**src/rtl/mem_access_stage.sv**
```systemverilog
// mem_access_stage: MEM stage of the 5-stage RV32I pipeline.
// Drives the data-memory req/ack handshake and stalls upstream while memory is slow.
// Builds byte enables and lane-replicated store data, and aligns and extends load data.
// Drives the MEM/WB register and the MEM-stage forwarding value.
module mem_access_stage (
    input  logic        clk,
    input  logic        rst,
    input  logic [31:0] ALU_co_pype,
    input  logic [31:0] read_data2_pype2,
    input  logic [4:0]  WReg_pype2,
    input  logic [2:0]  writeback_control_pype2,
    input  logic [1:0]  MemRW_pype2,
    input  logic [1:0]  dsize_pype2,
    input  logic [2:0]  funct3_pype2,
    input  logic [31:0] PCp4_pype2,
    input  logic        is_csr_pype2,
    input  logic [11:0] csr_pype2,
    output logic        dmem_req,
    output logic        dmem_we,
    output logic [31:0] dmem_addr,
    output logic [3:0]  dmem_be,
    output logic [31:0] dmem_wdata,
    input  logic [31:0] dmem_rdata,
    input  logic        dmem_ack,
    output logic        mem_stall,
    output logic        misaligned_exc,
    output logic [31:0] ALU_co_pype3,
    output logic [31:0] load_data_pype3,
    output logic [31:0] PCp4_pype3,
    output logic [4:0]  WReg_pype3,
    output logic [2:0]  writeback_control_pype3,
    output logic        is_csr_pype3,
    output logic [11:0] csr_pype3,
    output logic [31:0] fwd_mem_data
);

    typedef enum logic {S_IDLE, S_WAIT} state_t;

    state_t      state;

    // Copies of the access taken when entering S_WAIT, so the bus stays stable until ack
    logic [31:0] addr_q;
    logic [31:0] wdata_q;
    logic [3:0]  be_q;
    logic        we_q;
    logic        load_q;
    logic        uns_q;
    logic [1:0]  size_q;
    logic [1:0]  off_q;

    logic        access;
    logic        is_idle;
    logic        misaligned;
    logic        aligned_access;
    logic        misaligned_access;
    logic [1:0]  off;
    logic [3:0]  be_new;
    logic [31:0] wdata_new;
    logic        cur_load;
    logic        cur_uns;
    logic [1:0]  cur_size;
    logic [1:0]  cur_off;
    logic [31:0] load_result;
    logic        req_int;
    logic        stall_int;
    logic        load_done;

    // Only funct3[2] (unsigned load) matters here
    logic        unused_funct3;
    assign unused_funct3 = &{1'b0, funct3_pype2[1:0]};

    // Selects the addressed lane and sign- or zero-extends it
    function automatic logic [31:0] extend_load(input logic [31:0] rd, input logic [1:0] a,
                                                input logic [1:0] sz, input logic uns);
        logic [7:0]  b;
        logic [15:0] h;
        case (a)
            2'd0:    b = rd[7:0];
            2'd1:    b = rd[15:8];
            2'd2:    b = rd[23:16];
            default: b = rd[31:24];
        endcase
        h = a[1] ? rd[31:16] : rd[15:0];
        if (sz == 2'b00)
            return uns ? {24'b0, b} : {{24{b[7]}}, b};
        else if (sz == 2'b01)
            return uns ? {16'b0, h} : {{16{h[15]}}, h};
        else
            return rd;
    endfunction

    // Decode the incoming access: alignment check, byte enables and replicated store data
    always_comb begin
        off               = ALU_co_pype[1:0];
        access            = |MemRW_pype2;
        misaligned        = ((dsize_pype2 == 2'b01) && off[0]) ||
                            (dsize_pype2[1] && (off != 2'b00));
        aligned_access    = access && !misaligned;
        misaligned_access = access && misaligned;
        case (dsize_pype2)
            2'b00:   be_new = 4'b0001 << off;
            2'b01:   be_new = off[1] ? 4'b1100 : 4'b0011;
            default: be_new = 4'b1111;
        endcase
        case (dsize_pype2)
            2'b00:   wdata_new = {4{read_data2_pype2[7:0]}};
            2'b01:   wdata_new = {2{read_data2_pype2[15:0]}};
            default: wdata_new = read_data2_pype2;
        endcase
    end

    // Bus outputs come from the live instruction in S_IDLE and from the latched copy in S_WAIT
    always_comb begin
        is_idle      = (state == S_IDLE);
        req_int      = !rst && ((is_idle && aligned_access) || !is_idle);
        stall_int    = req_int && !dmem_ack;
        dmem_req     = req_int;
        mem_stall    = stall_int;
        dmem_we      = is_idle ? MemRW_pype2[0] : we_q;
        dmem_addr    = is_idle ? {ALU_co_pype[31:2], 2'b00} : addr_q;
        dmem_be      = is_idle ? be_new : be_q;
        dmem_wdata   = is_idle ? wdata_new : wdata_q;
        cur_load     = is_idle ? MemRW_pype2[1] : load_q;
        cur_uns      = is_idle ? funct3_pype2[2] : uns_q;
        cur_size     = is_idle ? dsize_pype2 : size_q;
        cur_off      = is_idle ? off : off_q;
        load_result  = extend_load(dmem_rdata, cur_off, cur_size, cur_uns);
        load_done    = req_int && dmem_ack && cur_load;
        fwd_mem_data = load_done ? load_result : ALU_co_pype;
    end

    // Handshake FSM: wait for ack on slow accesses, holding a copy of the request
    always_ff @(posedge clk) begin
        if (rst) begin
            state   <= S_IDLE;
            addr_q  <= '0;
            wdata_q <= '0;
            be_q    <= '0;
            we_q    <= 1'b0;
            load_q  <= 1'b0;
            uns_q   <= 1'b0;
            size_q  <= '0;
            off_q   <= '0;
        end else begin
            case (state)
                S_IDLE: begin
                    if (aligned_access && !dmem_ack) begin
                        state   <= S_WAIT;
                        addr_q  <= {ALU_co_pype[31:2], 2'b00};
                        wdata_q <= wdata_new;
                        be_q    <= be_new;
                        we_q    <= MemRW_pype2[0];
                        load_q  <= MemRW_pype2[1];
                        uns_q   <= funct3_pype2[2];
                        size_q  <= dsize_pype2;
                        off_q   <= off;
                    end
                end
                S_WAIT: begin
                    if (dmem_ack)
                        state <= S_IDLE;
                end
                default: state <= S_IDLE;
            endcase
        end
    end

    // MEM/WB register: copy on non-stalled edges, bubble while stalled or on a misaligned access
    always_ff @(posedge clk) begin
        if (rst) begin
            misaligned_exc          <= 1'b0;
            ALU_co_pype3            <= '0;
            load_data_pype3         <= '0;
            PCp4_pype3              <= '0;
            WReg_pype3              <= '0;
            writeback_control_pype3 <= '0;
            is_csr_pype3            <= 1'b0;
            csr_pype3               <= '0;
        end else begin
            misaligned_exc  <= is_idle && misaligned_access;
            ALU_co_pype3    <= ALU_co_pype;
            PCp4_pype3      <= PCp4_pype2;
            csr_pype3       <= csr_pype2;
            load_data_pype3 <= load_done ? load_result : 32'b0;
            if (stall_int || (is_idle && misaligned_access)) begin
                WReg_pype3              <= '0;
                writeback_control_pype3 <= '0;
                is_csr_pype3            <= 1'b0;
            end else begin
                WReg_pype3              <= WReg_pype2;
                writeback_control_pype3 <= writeback_control_pype2;
                is_csr_pype3            <= is_csr_pype2;
            end
        end
    end

endmodule

```
**config.mk**
```make
export PLATFORM = sky130hd
export DESIGN_NAME = mem_access_stage
export DESIGN_NICKNAME = d
export VERILOG_FILES = /design/src/rtl/mem_access_stage.sv
export SDC_FILE = /design/constraint.sdc
export NUM_CORES = 1
export LEC_CHECK = 0
export BUFFER_PORTS_ARGS = -buffer_cell sky130_fd_sc_hd__buf_2
export CAP_MARGIN = 0
export CORE_AREA = 5 5 145 147
export DETAILED_ROUTE_END_ITERATION = 8
export DIE_AREA = 0 0 150 152
export PLACE_DENSITY = 0.81
export SYNTH_ARGS = -nofsm -noshare
export SYNTH_HDL_FRONTEND = slang
export SYNTH_SLANG_ARGS = --single-unit
```
**constraint.sdc**
```tcl
create_clock -name clk -period 4.55 [get_ports clk]
set_input_delay 0.455 -clock clk [delete_from_list [all_inputs] [get_ports clk]]
set_output_delay 0.455 -clock clk [all_outputs]
set_load 0.05 [all_outputs]
```
== Word-level counts from Yosys, hierarchy flattened ==
Index checks and enable logic that the tools add are counted.
Word-level totals
  bits in registers: 192
  input port bits: 159
  logic and storage cells: 70
Operators by class
  equality and inequality tests: 4
  shifts and indexed selects: 1
  mux-type cells: 21
  bitwise logic cells: 2
  reductions and logical operators: 25
Operators with widths (number)
  $mux W32: 7
  $pmux W32 S2: 1
  $pmux W8 S3: 1
  $mux W16: 1
  $logic_and A1 B1 Y1: 11
  $mux W4: 2
  $pmux W4 S2: 1
  $eq A2 B1 Y1 const B: 3
  $logic_not A2 Y1: 3
  $reduce_or A2 Y1: 3
  $mux W1: 5
  $mux W2: 2
  $shl A1 B2 Y4 const A: 1
  $logic_not A1 Y1: 3
  $logic_or A1 B1 Y1: 3
  $eq A2 B2 Y1 const B: 1
  $not A1 Y1: 2
  $pmux W1 S2: 1
  $reduce_and A2 Y1: 1
  $reduce_bool A2 Y1: 1

== Longest topological paths before layout ==
  depth after elaboration: 12
  gate-level depth with buffers: 9
  mapped depth without buffers: 5

== Worst setup path after synthesis ==
Ideal clock, no wire load.
  kind: input -> output
  from: input port ALU_co_pype[0]
  to: output port fwd_mem_data[15]
  data arrival time: 2.726 ns
  required time: 4.095 ns
  setup slack: 1.369 ns
  stages: 6
  path buffers: 1
  cells stage by stage: buf_2 nor3b_1 o21ai_1 a311oi_4 a222oi_1 o21ai_0
On the way
  longest elaborated chain between the ends: 11
  elaborated cells on any way between the ends: 19
  those cells by class: 2 x eq/ne; 5 x mux; 12 x reduce/logical
RTL lines
  start: declaration: RTL line 8  | input logic [31:0] ALU_co_pype,
  parallel branches: the longest is 10 deep, another holds $mux W32
  $mux W32 *: RTL line 129  | fwd_mem_data = load_done ? load_result : ALU_co_pype;
  end: declaration: RTL line 34  | output logic [31:0] fwd_mem_data
Mark *: on every way between the ends.

== Final worst setup path ==
  from: register state
  to: output port fwd_mem_data[17]
On the way
  longest elaborated chain between the ends: 7
  elaborated cells on any way between the ends: 22
  those cells by class: 3 x eq/ne; 11 x mux; 1 x bitwise; 7 x reduce/logical
RTL lines
  start: declaration: RTL line 39  | state_t state;
  start signal: assignment: RTL line 135  | state <= S_IDLE;
  start signal: assignment: RTL line 148  | state <= S_WAIT;
  start signal: assignment: RTL line 161  | state <= S_IDLE;
  parallel branches: the longest is 6 deep, another holds $mux W32
  $mux W32 *: RTL line 129
Marks and branches as above.

==> out/results.ini <==
[outcome]
status = complete, no violations

[setup_path]
r2r-end = wdata_q[7]
crit_start = state
worstPathRequired_ns = 4.09
worst-setup-path-type = flip-flop to output pin
end_kind = output pin
startpoint_type = flip-flop
reg2reg_from = state
reg2reg_setup_slack_ns = 1.76
cp-endpoint = fwd_mem_data[17]
path_max_fanout = 47
reg2reg_depth = 6
critPathArrivalTime_ns = 3.36

[run]
max_cap_violations = 0

[timing]
slew_violations = 0
max_slew_margin_pct = 29.5
fmax_ghz = 0.262
skew_ns = 0.0106
worstMarginPinSlew_ns = 1.06
setup_viol = 0
fin_crit_sh_pct = 83.8
tns_ns = 0
final_hold_viol_count = 0
period_minus_slack_ns = 3.81
rsz0062_at_grt = false

[placed_design]
io_buffer_count = 375
hpwl_um = 20400
place_inst = 1503
place_congestion = 0.896

[floorplanning]
design.core.area_sq_mm = 0.0198
initial_core_util_pct = 41.3
die_w_um = 150
io_pins = 380
die_h_um = 152
dieArea_sq_mm = 0.0228
num_rows = 52

[route]
drt_pass1_iterations = 7
drt_iter0_drc = 705
wl_per_cell_um = 17.9
drc_errors = 0
via_per_inst = 5.12
drt_wl_total_um = 27500
ant_nets = 0
dr_total_vias = 7859

[final_layout]
area_growth_pct = 31.9
fin_nets = 1411
drive_above_1_share_pct = 41.5
nFillCells = 1845
fin_cells = 1535
antenna_cells = 0

[power_and_ir_drop]
vdd_ir_drop_max_mv = 0.248
p_leak_uw = 0.00485
power_density_mw_per_mm2 = 406

[grt]
grt_overflow = 0
antenna_found_initial = 1
grt_pass1_wl_um = 41200
grt_usage_pct = 22.9
grt_pass1_vias = 7504
grt_max_degree = 89

[logic_synthesis]
synthesis.area_sq_mm = 0.00817
ys_seq_area_share_pct = 47.0
avgSynthCellArea_sq_um = 8.91
synth_edf_count = 0
synthCells = 917
ys.flop_type = dfxtp_1
yosysWarnings = 0
async_flop_share_pct = 0
ys_seq_elements = 192
yosysUniqueCellTypes = 54

[cts]
clkLatencyLatePin_ns = 0.43
post_cts_buffers = 0
numCtsBuffers = 17
tritoncts = built
ctsHoldBuffers = 0
cts_sinks = 192
cts_buffer_depth = 2
ctsResizeCount = 0
htreeDepth = 4
cts.clk_slew.worst_paths_ns = 0.08
cts_root_buffer = clkbuf_16

[worst_hold_path]
worstHoldStart = WReg_pype2[1]
hold_class = primary input to flip-flop

==> state kept, by name (all words and copies together), names as in the netlist <==
register	count
misaligned_exc	1
off_q	2
uns_q	1
state	1
csr_pype3	12
writeback_control_pype3	3
PCp4_pype3	32
load_q	1
size_q	2
wdata_q	32
addr_q	30
be_q	4
is_csr_pype3	1
ALU_co_pype3	32
we_q	1
WReg_pype3	5
load_data_pype3	32
==> Yosys cell counts, types with 3 or more instances <==
| master | n | share of area (%) |
|---|---|---|
| nand2_1 | 166 | 7.6 |
| nor2_1 | 67 | 3.1 |
| nor3_1 | 4 | 0.24 |
| nand2b_1 | 4 | 0.31 |
| a21oi_2 | 3 | 0.32 |
| a311oi_1 | 4 | 0.43 |
| o21ai_1 | 11 | 0.67 |
| o211ai_1 | 3 | 0.28 |
| mux2i_1 | 10 | 1.2 |
| a21oi_1 | 102 | 6.2 |
| inv_1 | 4 | 0.18 |
| buf_1 | 5 | 0.23 |
| clkbuf_1 | 39 | 1.8 |
| o22a_1 | 3 | 0.32 |
| o21ai_0 | 27 | 1.7 |
| and2_1 | 11 | 0.84 |
| nor2b_1 | 82 | 6.3 |
| a221oi_1 | 5 | 0.54 |
| a211oi_1 | 4 | 0.37 |
| buf_4 | 6 | 0.55 |
| a31oi_1 | 16 | 1.2 |
| buf_2 | 18 | 1.1 |
| buf_6 | 4 | 0.55 |
| dfxtp_1 | 192 | 47 |
| a222oi_1 | 11 | 1.3 |
| mux2_2 | 79 | 11 |
==> where the power goes <==
group,switching [uW],internal (uW),leakage [uW]
logic,773,295,0.00298
registers,35.6,1760,0.00158
clock network,726,786,0.000291
total,1530,2840,0.00485
==> metrics by stage <==
step	power [uW]	setup slack, ns	instance area [sq um]	utilization (%)	hold WS, ns
after CTS	4400	0.714	10800	54.5	0.210
after detailed placement	2900	1.18	10200	51.4	0.443
after global routing	4550	0.493	10800	54.5	0.214
after floorplan	2610	1.37	8180	-	0.433
after global placement	2880	1.26	10200	51.4	0.438
final	4370	0.739	10800	54.5	0.225
==> cell type report <==
type / count / area (sq um) / share of cell area [%]
multi-input cells: 650 / 3990 / 37.1
clock buffers: 17 / 425 / 3.95
inverters: 4 / 15.0 / 0.139
repair buffers: 387 / 1980 / 18.4
well taps: 270 / 338 / 3.13
flip-flops and latches: 192 / 3850 / 35.7
clock inverters: 15 / 175 / 1.63
==> routing by layer <==
layer  global-route usage, %  vias to the layer above  wire, um
li1                        -                     3795         -
met1                    27.3                     3658     10500
met2                    39.6                      357     13700
met3                    5.69                       47      2520
met4                    8.32                        2       672
met5                       0                        -        20
==> layout by cell type (no fill, tap or decap), drive strengths merged, types with 6 or more instances in the layout <==
| cell | count |
|---|---|
| a21oi | 106 |
| a222oi | 11 |
| a31oi | 16 |
| and2 | 11 |
| buf | 387 |
| clkbuf | 17 |
| clkinv | 7 |
| dfxtp | 192 |
| inv | 10 |
| mux2 | 80 |
| mux2i | 12 |
| nand2 | 166 |
| nor2 | 67 |
| nor2b | 82 |
| nor3 | 6 |
| o21ai | 39 |
==> critical path: stages (launching register included) <==
cell	delay, ns
dfxtp_4	0.71
buf_4	0.58
nand2_1	0.21
a21oi_4	0.60
buf_4	0.27
nor2_1	0.05
a31oi_1	0.19
buf_2	0.30
==> logic make-up after synthesis <==
logic type | share of synthesized area, %
AOI/OAI and AO/OA | 15.5
buffers and inverters | 4.41
DFF | 47.0
muxes | 12.6
other | 0.0459
and+or+nand+nor | 20.4
==> worst min-delay path by stage <==
stage / to / slack (ns) / cells after the start
after floorplan: addr_q[10] / 0.43 / 2
after global placement: addr_q[28] / 0.44 / 2
after detailed placement: addr_q[27] / 0.44 / 2
after CTS: writeback_control_pype3[2] / 0.21 / 2
after global routing: WReg_pype3[1] / 0.21 / 2
final: WReg_pype3[1] / 0.22 / 2
Note: power is estimated with default switching activity, not from simulation.
